<file path="config.mk">
export PLATFORM = sky130hd
export DESIGN_NAME = sync_manager
export DESIGN_NICKNAME = d
export VERILOG_FILES = /design/src/rtl/sync_manager.sv
export SDC_FILE = /design/constraint.sdc
export NUM_CORES = 1
export LEC_CHECK = 0
export ABC_AREA = 0
export ABC_CLOCK_PERIOD_IN_PS = 2100
export CAP_MARGIN = 20
export CORE_MARGIN = 5
export CORE_UTILIZATION = 35
export CTS_CLUSTER_DIAMETER = 200
export DETAILED_ROUTE_END_ITERATION = 10
export PLACE_DENSITY_LB_ADDON = 0.3
export SKIP_LAST_GASP = 1
export SLEW_MARGIN = 20
export SYNTH_ARGS = -nofsm -noshare
export SYNTH_HDL_FRONTEND = slang
export SYNTH_SLANG_ARGS = --single-unit
</file>
<file path="constraint.sdc">
create_clock -name I_rgb_clk -period 2.1 [get_ports I_rgb_clk]
set_input_delay 0.21 -clock I_rgb_clk [delete_from_list [all_inputs] [get_ports I_rgb_clk]]
set_output_delay 0.21 -clock I_rgb_clk [all_outputs]
set_load 0.01 [all_outputs]
</file>
<file path="src/rtl/sync_manager.sv">
// Video timing analyser: measures active width/height from DE/VSYNC and emits
// optionally delayed row-start / frame-start strobes for downstream write-pointer alignment.
module sync_manager #(
  parameter int unsigned MAX_WIDTH  = 1920,
  parameter int unsigned MAX_HEIGHT = 1080,
  parameter int unsigned DELAY      = 0
) (
  input  logic                          I_rgb_clk,
  input  logic                          I_rst_n,
  input  logic                          I_rgb_de,
  input  logic                          I_rgb_hsync,
  input  logic                          I_rgb_vsync,
  output logic [$clog2(MAX_WIDTH)-1:0]  O_image_width,
  output logic [$clog2(MAX_HEIGHT)-1:0] O_image_height,
  output logic                          O_width_valid,
  output logic                          O_height_valid,
  output logic                          O_new_row,
  output logic                          O_new_frame,
  output logic                          O_image_valid
);

  localparam int unsigned W = $clog2(MAX_WIDTH);
  localparam int unsigned H = $clog2(MAX_HEIGHT);
  localparam logic [W-1:0] WSat = {W{1'b1}};
  localparam logic [H-1:0] HSat = {H{1'b1}};
  localparam logic [W:0]   WLimit = (W + 1)'(MAX_WIDTH);
  localparam logic [H:0]   HLimit = (H + 1)'(MAX_HEIGHT);

  // HSYNC carries no information this block needs.
  logic unused_hsync;
  assign unused_hsync = I_rgb_hsync;

  logic de_q, de_qq, vs_q, vs_qq;
  logic de_rise, de_fall, vs_rise;

  logic [W-1:0] wcnt_q, wcnt_d, width_q, width_d;
  logic         wvalid_q, wvalid_d;
  logic [H-1:0] lcnt_q, lcnt_d, height_q, height_d;
  logic         hvalid_q, hvalid_d;
  logic         armed_q, armed_d;
  logic         frame_pend_q, frame_pend_d;
  logic         row_stb_q, row_stb_d, frame_stb_q, frame_stb_d;
  logic         image_valid_q;

  assign de_rise = de_q & ~de_qq;
  assign de_fall = ~de_q & de_qq;
  assign vs_rise = vs_q & ~vs_qq;

  always_comb begin
    wcnt_d       = wcnt_q;
    width_d      = width_q;
    wvalid_d     = wvalid_q;
    lcnt_d       = lcnt_q;
    height_d     = height_q;
    hvalid_d     = hvalid_q;
    armed_d      = armed_q;
    frame_pend_d = frame_pend_q;

    if (de_rise) begin
      wcnt_d = W'(1);
    end else if (de_q && (wcnt_q != WSat)) begin
      wcnt_d = wcnt_q + 1'b1;
    end

    if (de_fall) begin
      if ((wcnt_q == width_q) && (wcnt_q != '0) && ({1'b0, wcnt_q} <= WLimit)) begin
        wvalid_d = 1'b1;
      end else begin
        width_d  = wcnt_q;
        wvalid_d = 1'b0;
      end
    end

    // A line starting together with VSYNC belongs to the new frame.
    if (vs_rise) begin
      lcnt_d = de_rise ? H'(1) : '0;
    end else if (de_rise && (lcnt_q != HSat)) begin
      lcnt_d = lcnt_q + 1'b1;
    end

    if (vs_rise) begin
      if (!armed_q) begin
        armed_d = 1'b1;
      end else if ((lcnt_q == height_q) && (lcnt_q != '0) && ({1'b0, lcnt_q} <= HLimit)) begin
        hvalid_d = 1'b1;
      end else begin
        height_d = lcnt_q;
        hvalid_d = 1'b0;
      end
    end

    if (vs_rise) begin
      frame_pend_d = ~de_rise;
    end else if (de_rise) begin
      frame_pend_d = 1'b0;
    end

    row_stb_d   = de_rise;
    frame_stb_d = de_rise & (frame_pend_q | vs_rise);
  end

  always_ff @(posedge I_rgb_clk or negedge I_rst_n) begin
    if (!I_rst_n) begin
      de_q          <= 1'b0;
      de_qq         <= 1'b0;
      vs_q          <= 1'b0;
      vs_qq         <= 1'b0;
      wcnt_q        <= '0;
      width_q       <= '0;
      wvalid_q      <= 1'b0;
      lcnt_q        <= '0;
      height_q      <= '0;
      hvalid_q      <= 1'b0;
      armed_q       <= 1'b0;
      frame_pend_q  <= 1'b0;
      row_stb_q     <= 1'b0;
      frame_stb_q   <= 1'b0;
      image_valid_q <= 1'b0;
    end else begin
      de_q          <= I_rgb_de;
      de_qq         <= de_q;
      vs_q          <= I_rgb_vsync;
      vs_qq         <= vs_q;
      wcnt_q        <= wcnt_d;
      width_q       <= width_d;
      wvalid_q      <= wvalid_d;
      lcnt_q        <= lcnt_d;
      height_q      <= height_d;
      hvalid_q      <= hvalid_d;
      armed_q       <= armed_d;
      frame_pend_q  <= frame_pend_d;
      row_stb_q     <= row_stb_d;
      frame_stb_q   <= frame_stb_d;
      image_valid_q <= wvalid_q & hvalid_q;
    end
  end

  generate
    if (DELAY == 0) begin : g_no_delay
      assign O_new_row   = row_stb_q;
      assign O_new_frame = frame_stb_q;
    end else begin : g_delay
      logic [DELAY-1:0] row_dly_q, frame_dly_q;

      always_ff @(posedge I_rgb_clk or negedge I_rst_n) begin
        if (!I_rst_n) begin
          row_dly_q   <= '0;
          frame_dly_q <= '0;
        end else begin
          row_dly_q   <= (row_dly_q << 1) | DELAY'(row_stb_q);
          frame_dly_q <= (frame_dly_q << 1) | DELAY'(frame_stb_q);
        end
      end

      assign O_new_row   = row_dly_q[DELAY-1];
      assign O_new_frame = frame_dly_q[DELAY-1];
    end
  endgenerate

  assign O_image_width  = width_q;
  assign O_image_height = height_q;
  assign O_width_valid  = wvalid_q;
  assign O_height_valid = hvalid_q;
  assign O_image_valid  = image_valid_q;

endmodule

</file>
**After elaboration in Yosys (flattened, before gate mapping)**

Index checks and enable logic that the tools add are counted.

- Bits in registers: 55
- Input bits: 5
- Output and inout bits: 27
- Word-level logic and storage cells: 58

- $add $sub $neg: 2
- Magnitude comparators: 2
- Equal/unequal tests: 4
- Muxes and demuxes: 9
- Bitwise gates (word level): 12
- Reduce and logical (&&, ||, !) cells: 14

Operator list:

| operator | number |
|---|---|
| $mux W11 | 4 |
| $add A11 B1 Y11 const B | 2 |
| $eq A11 B11 Y1 | 2 |
| $le A11 B11 Y1 const B | 2 |
| $ne A11 B11 Y1 const B | 2 |
| $reduce_bool A11 Y1 | 2 |
| $logic_and A1 B1 Y1 | 6 |
| $not A1 Y1 | 6 |
| $reduce_bool A2 Y1 | 3 |
| $and A1 B1 Y1 | 5 |
| $mux W1 | 5 |
| $reduce_and A2 Y1 | 2 |
| $reduce_and A3 Y1 | 1 |
| $or A1 B1 Y1 | 1 |

**Depth between registers and ports, before layout**

Gate-level depths: netlist (run 1).

- Depth after elaboration: 5
- Depth in mapped cells: 8
- Gate-level depth less buffers: 7

**Worst setup path before layout (run 1)**

No wires, ideal clock.

- Kind: register to register
- From: register lcnt_q[0]
- To: register height_q[10] (netlist: O_image_height[10])
- Library setup time: 0.125 ns
- Arrival time: 2.016 ns
- Required time: 1.975 ns
- Slack: -0.041 ns
- Cell stages (with the launch flop): 8
- Buffers on the path: 0
- Period minus slack after synthesis: 2.141 ns
- Path through: dfrtp_1 -> inv_1 -> ha_1 -> or4b_1 -> nor3_1 -> o31ai_1 -> a31oi_4 -> mux2_2

- Cells in the longest elaborated chain, start to end: 5
- Elaborated cells between the ends (all ways): 7
- Classes of those cells: order compare (1); eq/ne (1); bitwise (1); reduce/logical (4)

Ends and longest elaborated chain:

| what | line | RTL |
|---|---|---|
| from (decl) | 38 | `logic [H-1:0] lcnt_q, lcnt_d, height_q, height_d;` |
| from (signal assigned) | 127 | `lcnt_q <= lcnt_d;` |
| branches (longest 2 deep; another with $le A11 B11 Y1) | - |  |
| $logic_and A1 B1 Y1 * | 84 | `end else if ((lcnt_q == height_q) && (lcnt_q != '0) && ({1'b0, lcnt_q} <= HLimit)) begin` |
| $not A1 Y1 (no line) * | - |  |
| $reduce_and A3 Y1 (no line) * | - |  |
| to (signal assigned) | 128 | `height_q <= height_d;` |
| to (decl) | 38 |  |

Every way passes the cells marked *.
A chain may end at the register's enable or synchronous reset.

**Worst setup path after layout (run 1)**

- From: register lcnt_q[0]
- To: register height_q[5] (netlist: O_image_height[5])

The elaborated chain is that of the path after synthesis.

==> results.md, run 1 <==
* CTS clk-pin slew, worst paths at 110 ps
* Synth area leader: dfrtp_1
* Post-Route Setup TNS at 0 ps
* CP arrival at 2280 ps
* Fin nets at 313
* Async SR Flop Fraction at 100.0%
* Max-Cap Viols at 0
* Worst Setup EP: O_image_height[5]
* GPL Wtd Cong at 0.8519
* FF-to-FF End: O_image_height[5]
* Diode count at 0
* First-pass GRT wire length at 9.377 mm
* Setup crit start kind: flop
* Core area at 7331 µm²
* Avg Synthesized Cell Area at 10.70 µm²
* RSZ-0062 raised after global routing: true
* Clk_skew at 15.01 ps
* R2R cell count at 8
* Root Driver: clkbuf_8
* Post-Syn Instances at 250
* Placed Instance Area at 3282 µm²
* Total track usage at 12.04%
* Vias per std cell at 4.871
* Post-CTS Setup Inserts at 0
* Synth Cell Area at 2674 µm²
* Final Util at 46.29%
* WP data required at 2300 ps
* CTS tree: built
* Max frequency at 481.4 MHz
* Register area share after synthesis at 51.47%
* Skew-Pair Late Insertion Delay at 320 ps
* Die Y at 97.41 µm
* Initial core utilization at 36.47%
* Max clock buf depth at 2
* WS Path Type: flop to flop
* Largest net degree at the start of global routing at 56
* Die Span X at 97.41 µm
* Post_cts resized at 2
* Yosys cell types at 37
* Synth Net Count at 259
* Prevailing post-synth register cell: dfrtp_1
* Hold Crit Class: input pin to asynchronous set/reset pin
* Via count at 1968
* Post-synth EDFFs at 0
* Finished Layout Cells at 404
* GRT overflow at 0
* Slew headroom at 54.89%
* Largest cells by area after synthesis: dfrtp_1 (51%), mux2_2 (8.0%), xnor2_1 (7.9%)
* Clk sinks at 55
* Commonest non-fill, non-tap cell in the layout: dfrtp_1
* Placed Cells at 396
* Vias in the first global route at 1972
* I/O pin total at 32
* Setup violations, final at 0
* H-tree levels at 2
* Tmin final at 2077 ps
* Antenna Nets Post-Route at 0
* Status: completed
* Pwr Density at 832.3 nW/µm²
* Hold Buf Count CTS at 0
* Max VDD drop at 342.7 µV
* Commonest cells after routing, fill and taps aside: dfrtp_1 (55), buf_4 (30), clkdlybuf4s50_1 (29)
* Hold Vio Cnt, Final at 0
* Area Growth Syn to Fin at 26.91%
* Final Power at 2.824 mW
* R2R Setup Slk at 20 ps
* Fillers at 691
* Worst-margin pin slew at 676.7 ps
* Final period util at 98.92%
* Layout cells sized above 1 at 20.98%
* Antenna violations before repair at 0
* Final instance area at 3393 µm²
* Slew Viols, Final at 0
* Die area at 9488 µm²
* Lkg Pwr at 1.508 nW
* R2r startpoint: lcnt_q[0]
* Num CTS Buffers at 5
* Worst setup startpoint: lcnt_q[0]
* Top cell type's share of synthesized area at 51.47%
* WL final at 5.326 mm
* Routed WL per cell at 13.18 µm
* Row count at 31
* Ys Warns at 0
* Drt first pass iters at 4
* DRC Markers at 0
* DRT iter0 DRCs at 115
* Port bufs at 30
* Maximum net fanout on the critical path at 10
* Dpl hpwl at 3.925 mm
* #FFs+latches synth at 55
* Crit end category: flop
[metrics by stage]
stage | hold slack, ps | setup WS, ps
final | 12.42 | 22.61
after global routing | 69.93 | -72.89
after CTS | 35.76 | 16.84
after detailed placement | 387.7 | 8.574
after global placement | 379.0 | 40.81
after floorplan | -85.59 | 4.614
[how the worst min path moves through the flow]
stage | end | slack [ps] | depth (start not counted)
floorplan | O_height_valid | -90 | 0
global placement | vs_qq | 380 | 0
detailed placement | O_image_width[10] | 390 | 2
CTS | O_height_valid | 40 | 2
global route | O_image_width[8] | 70 | 2
finish | O_image_width[8] | 10 | 2
[area by class of cell]
class	instances	area, µm²	area share, %
flip-flops and latches	55	1376	40.56
multi-input cells	172	1225	36.10
repair buffers	61	540.5	15.93
well taps	99	123.9	3.650
clock buffers	5	68.82	2.028
inverters	9	33.78	0.9956
clock inverters	3	25.02	0.7375
[state kept, by name, summed over array words and instances (netlist names), 11 cells and up]
signal	count
O_image_height	11
O_image_width	11
lcnt_q	11
wcnt_q	11
[cells in the mapped netlist, drive strengths merged (4+ instances only)]
library cell,number
dfrtp,55
nor2,24
xnor2,24
mux2,21
nand2,18
clkbuf,12
nand3,11
xor2,10
inv,9
nand4,8
o21ai,7
nor3,6
a21oi,5
ha,4
nor4,4
[cell families after synthesis]
logic type | count (synthesis) | share of synthesized area, %
flip-flops | 55 | 51.47
buffers and inverters | 23 | 3.369
multiplexers | 21 | 8.844
AND/OR/NAND/NOR | 85 | 15.54
XOR/XNOR | 34 | 11.14
adder cells (fa/ha/maj) | 4 | 1.872
AO/OA/AOI/OAI | 28 | 7.768
[metal layers]
layer	part of all wire [%]	vias to the layer above	track usage, %	wire (µm)
met5	0	-	0	0
met4	1.5	0	4.047	82
met3	5.0	9	2.943	265
met2	42	39	17.29	2256
met1	51	947	17.67	2721
li1	-	973	-	-
[where the power goes]
part	internal, mW	leakage (nW)	switching (mW)
clock	0.239	0.0443	0.362
sequential	1.19	0.730	0.137
combinational	0.496	0.734	0.400
[critical path: stages, from the launching register on]
cell,delay (ps)
dfrtp_1,390
inv_1,80
ha_1,160
or4b_1,450
nor3_2,140
o31ai_2,100
a31oi_4,160
buf_12,160
mux2_2,330
(Power assumes the default switching activity.)
==> inputs of run 2 (changes only) <==
- ABC_CLOCK_PERIOD_IN_PS: 2100 -> not set
- PLACE_DENSITY: not set -> 0.59
- PLACE_DENSITY_LB_ADDON: 0.3 -> not set
==> run 2 against run 1 <==
  * The flow now finishes with violations (negative setup slack)
  * Via count fell by 0.41%
  * Combinational power fell by 0.4%
  * Sequential power barely moved
  * Critical path depth did not move
  * Non-clock buffer count rose by 1
  * Flip-flop and latch count did not move
  * Worst setup slack got worse by 34 ps
  * First-iteration DRC count fell by 8.7%
  * Hold slack improved by 310 ps
  * Sequential share of layout area fell by 0.68 points
  * Core utilization rose by 0.79 points
  * Critical path type unchanged
  * Largest cell class unchanged
  * Largest power group unchanged
==> results.md, run 2 (synthesized netlist as in run 1, its figures left out) <==
* Status: complete, but fails checks
* Failing checks: negative setup slack
* Worst setup margin at -11.75 ps
* Hold Path End: vs_q
* Die area at 9488 µm²
* Finished Layout Cells at 405
* Port bufs at 30
* CTS clk-pin slew, worst paths at 110 ps
* Max clock buf depth at 2
* WS Path Type: flop to flop
* H-tree levels at 2
* DRT iter0 DRCs at 105
* Hold path depth at 1
* Row count at 31
* Clk_skew at 11.37 ps
* Root Driver: clkbuf_8
* Num CTS Buffers at 5
* Fin nets at 314
* Die Y at 97.41 µm
* First-pass GRT wire length at 9.687 mm
* Antenna Nets Post-Route at 0
* WL final at 5.670 mm
* Clk sinks at 55
* Setup violations, final at 4
* I/O pin total at 32
* R2R cell count at 8
* Slew headroom at 56.53%
* RSZ-0062 raised after global routing: true
* Drt first pass iters at 5
* Vias in the first global route at 1932
* Hold Crit Class: input pin to flop
* GR Util met1 at 17.56%
* Hold Vio Cnt, Final at 0
* Vias per std cell at 4.840
* Crit end category: flop
* GPL Wtd Cong at 0.8541
* Placed Cells at 396
* Setup crit start kind: flop
* Commonest cells after routing, fill and taps aside: dfrtp_1 (55), clkdlybuf4s50_1 (29), buf_4 (29)
* Diode count at 0
* Max-Cap Viols at 0
* FF-to-FF End: O_image_height[8]
* Antenna violations before repair at 0
* Tmin final at 2112 ps
* CTS tree: built
* Core area at 7331 µm²
* Hold_sp: I_rgb_vsync
* Maximum net fanout on the critical path at 10
* Lkg Pwr at 1.535 nW
* CP arrival at 2320 ps
* Post-CTS Setup Inserts at 0
* Layout cells sized above 1 at 20.59%
* Routed WL per cell at 14.00 µm
* Largest net degree at the start of global routing at 36
* Initial core utilization at 36.47%
* Commonest non-fill, non-tap cell in the layout: dfrtp_1
* Die Span X at 97.41 µm
* GR Util met2 at 18.66%
* Final period util at 100.6%
* Total track usage at 12.48%
* Max frequency at 473.5 MHz
* R2R Setup Slk at -10 ps
* Final instance area at 3451 µm²
* Area Growth Syn to Fin at 29.06%
* Skew-Pair Late Insertion Delay at 320 ps
* Max VDD drop at 440.3 µV
* Placed Instance Area at 3294 µm²
* GRT overflow at 0
* Worst-margin pin slew at 635.6 ps
* WP data required at 2310 ps
* Setup slack after placement at 22.47 ps
* Via count at 1960
* Post-Route Setup TNS at -22.61 ps
* DRC Markers at 0
* Dpl hpwl at 4.131 mm
* Busiest grt layer: met2
* Final Util at 47.07%
* GR Util met3 at 3.015%
* Slew Viols, Final at 0
* Pwr Density at 887.9 nW/µm²
* R2r startpoint: lcnt_q[0]
==> run 2: cell count changes in the layout (fill, tap and decap cells not counted) <==
cell / change
nor4_2: -1
a2111oi_1: -1
a2111oi_0: +1
buf_12: +1
nor4_1: +1
o21ai_0: -1
o21ai_1: +1
dlygate4sd3_1: +1
buf_4: -1
clkinv_4: -2
bufinv_16: +2
==> run 2: power breakdown <==
part           switching, mW  total, mW  leakage, nW  internal (mW)
Clock                  0.365      0.841       0.0644          0.476
Sequential             0.140       1.33        0.730           1.19
Combinational          0.400      0.893        0.741          0.493
==> run 2: worst max-delay path by stage <==
| stage | start | endpoint | slack (ps) | cells past startpoint |
|---|---|---|---|---|
| after global placement | lcnt_q[0] | O_image_height[8] | 40 | 8 |
| final | lcnt_q[0] | O_image_height[8] | -10 | 8 |
| after global routing | lcnt_q[0] | O_image_height[5] | -160 | 8 |
| after CTS | lcnt_q[0] | O_image_height[8] | 3 | 8 |
| after floorplan | lcnt_q[0] | O_image_height[10] | 5 | 7 |
| after detailed placement | lcnt_q[0] | O_image_height[8] | 20 | 8 |
==> run 2: final cells by class <==
| cell class | instances | area [µm²] |
|---|---|---|
| fillers | 674 | 3880 |
| flip-flops and latches | 55 | 1376 |
| multi-input cells | 172 | 1217 |
| repair buffers | 62 | 563.0 |
| well taps | 99 | 123.9 |
| clock buffers | 5 | 68.82 |
| clock inverters | 3 | 67.56 |
| inverters | 9 | 33.78 |
==> run 2: worst max-delay path, stage by stage, from the launching register on <==
cell and delay (ps):
dfrtp_1 390, inv_1 70, ha_1 150, or4b_1 460, nor3_2 160, o31ai_2 110, a31oi_4 160, buf_12 150
mux2_2 330
==> run 2: stage by stage <==
stage	total power [mW]	hold WS, ps
after floorplan	1.838	-85.59
after global placement	2.232	205.0
after detailed placement	2.250	207.8
after CTS	3.093	317.8
after global routing	3.244	305.3
final	3.064	323.4
==> run 2: repair_timing <==
action | in CTS | in global routing
gates resized for setup | 0 | 3
endpoints found under the setup margin | 0 | 12
hold buffers | 1 | 0
hold endpoints to repair | 20 | 0
==> run 2: layer usage <==
metal,wire (µm),part of all wire [%]
met5,0,0
met4,94,1.7
met3,237,4.2
met2,2517,44
met1,2821,50
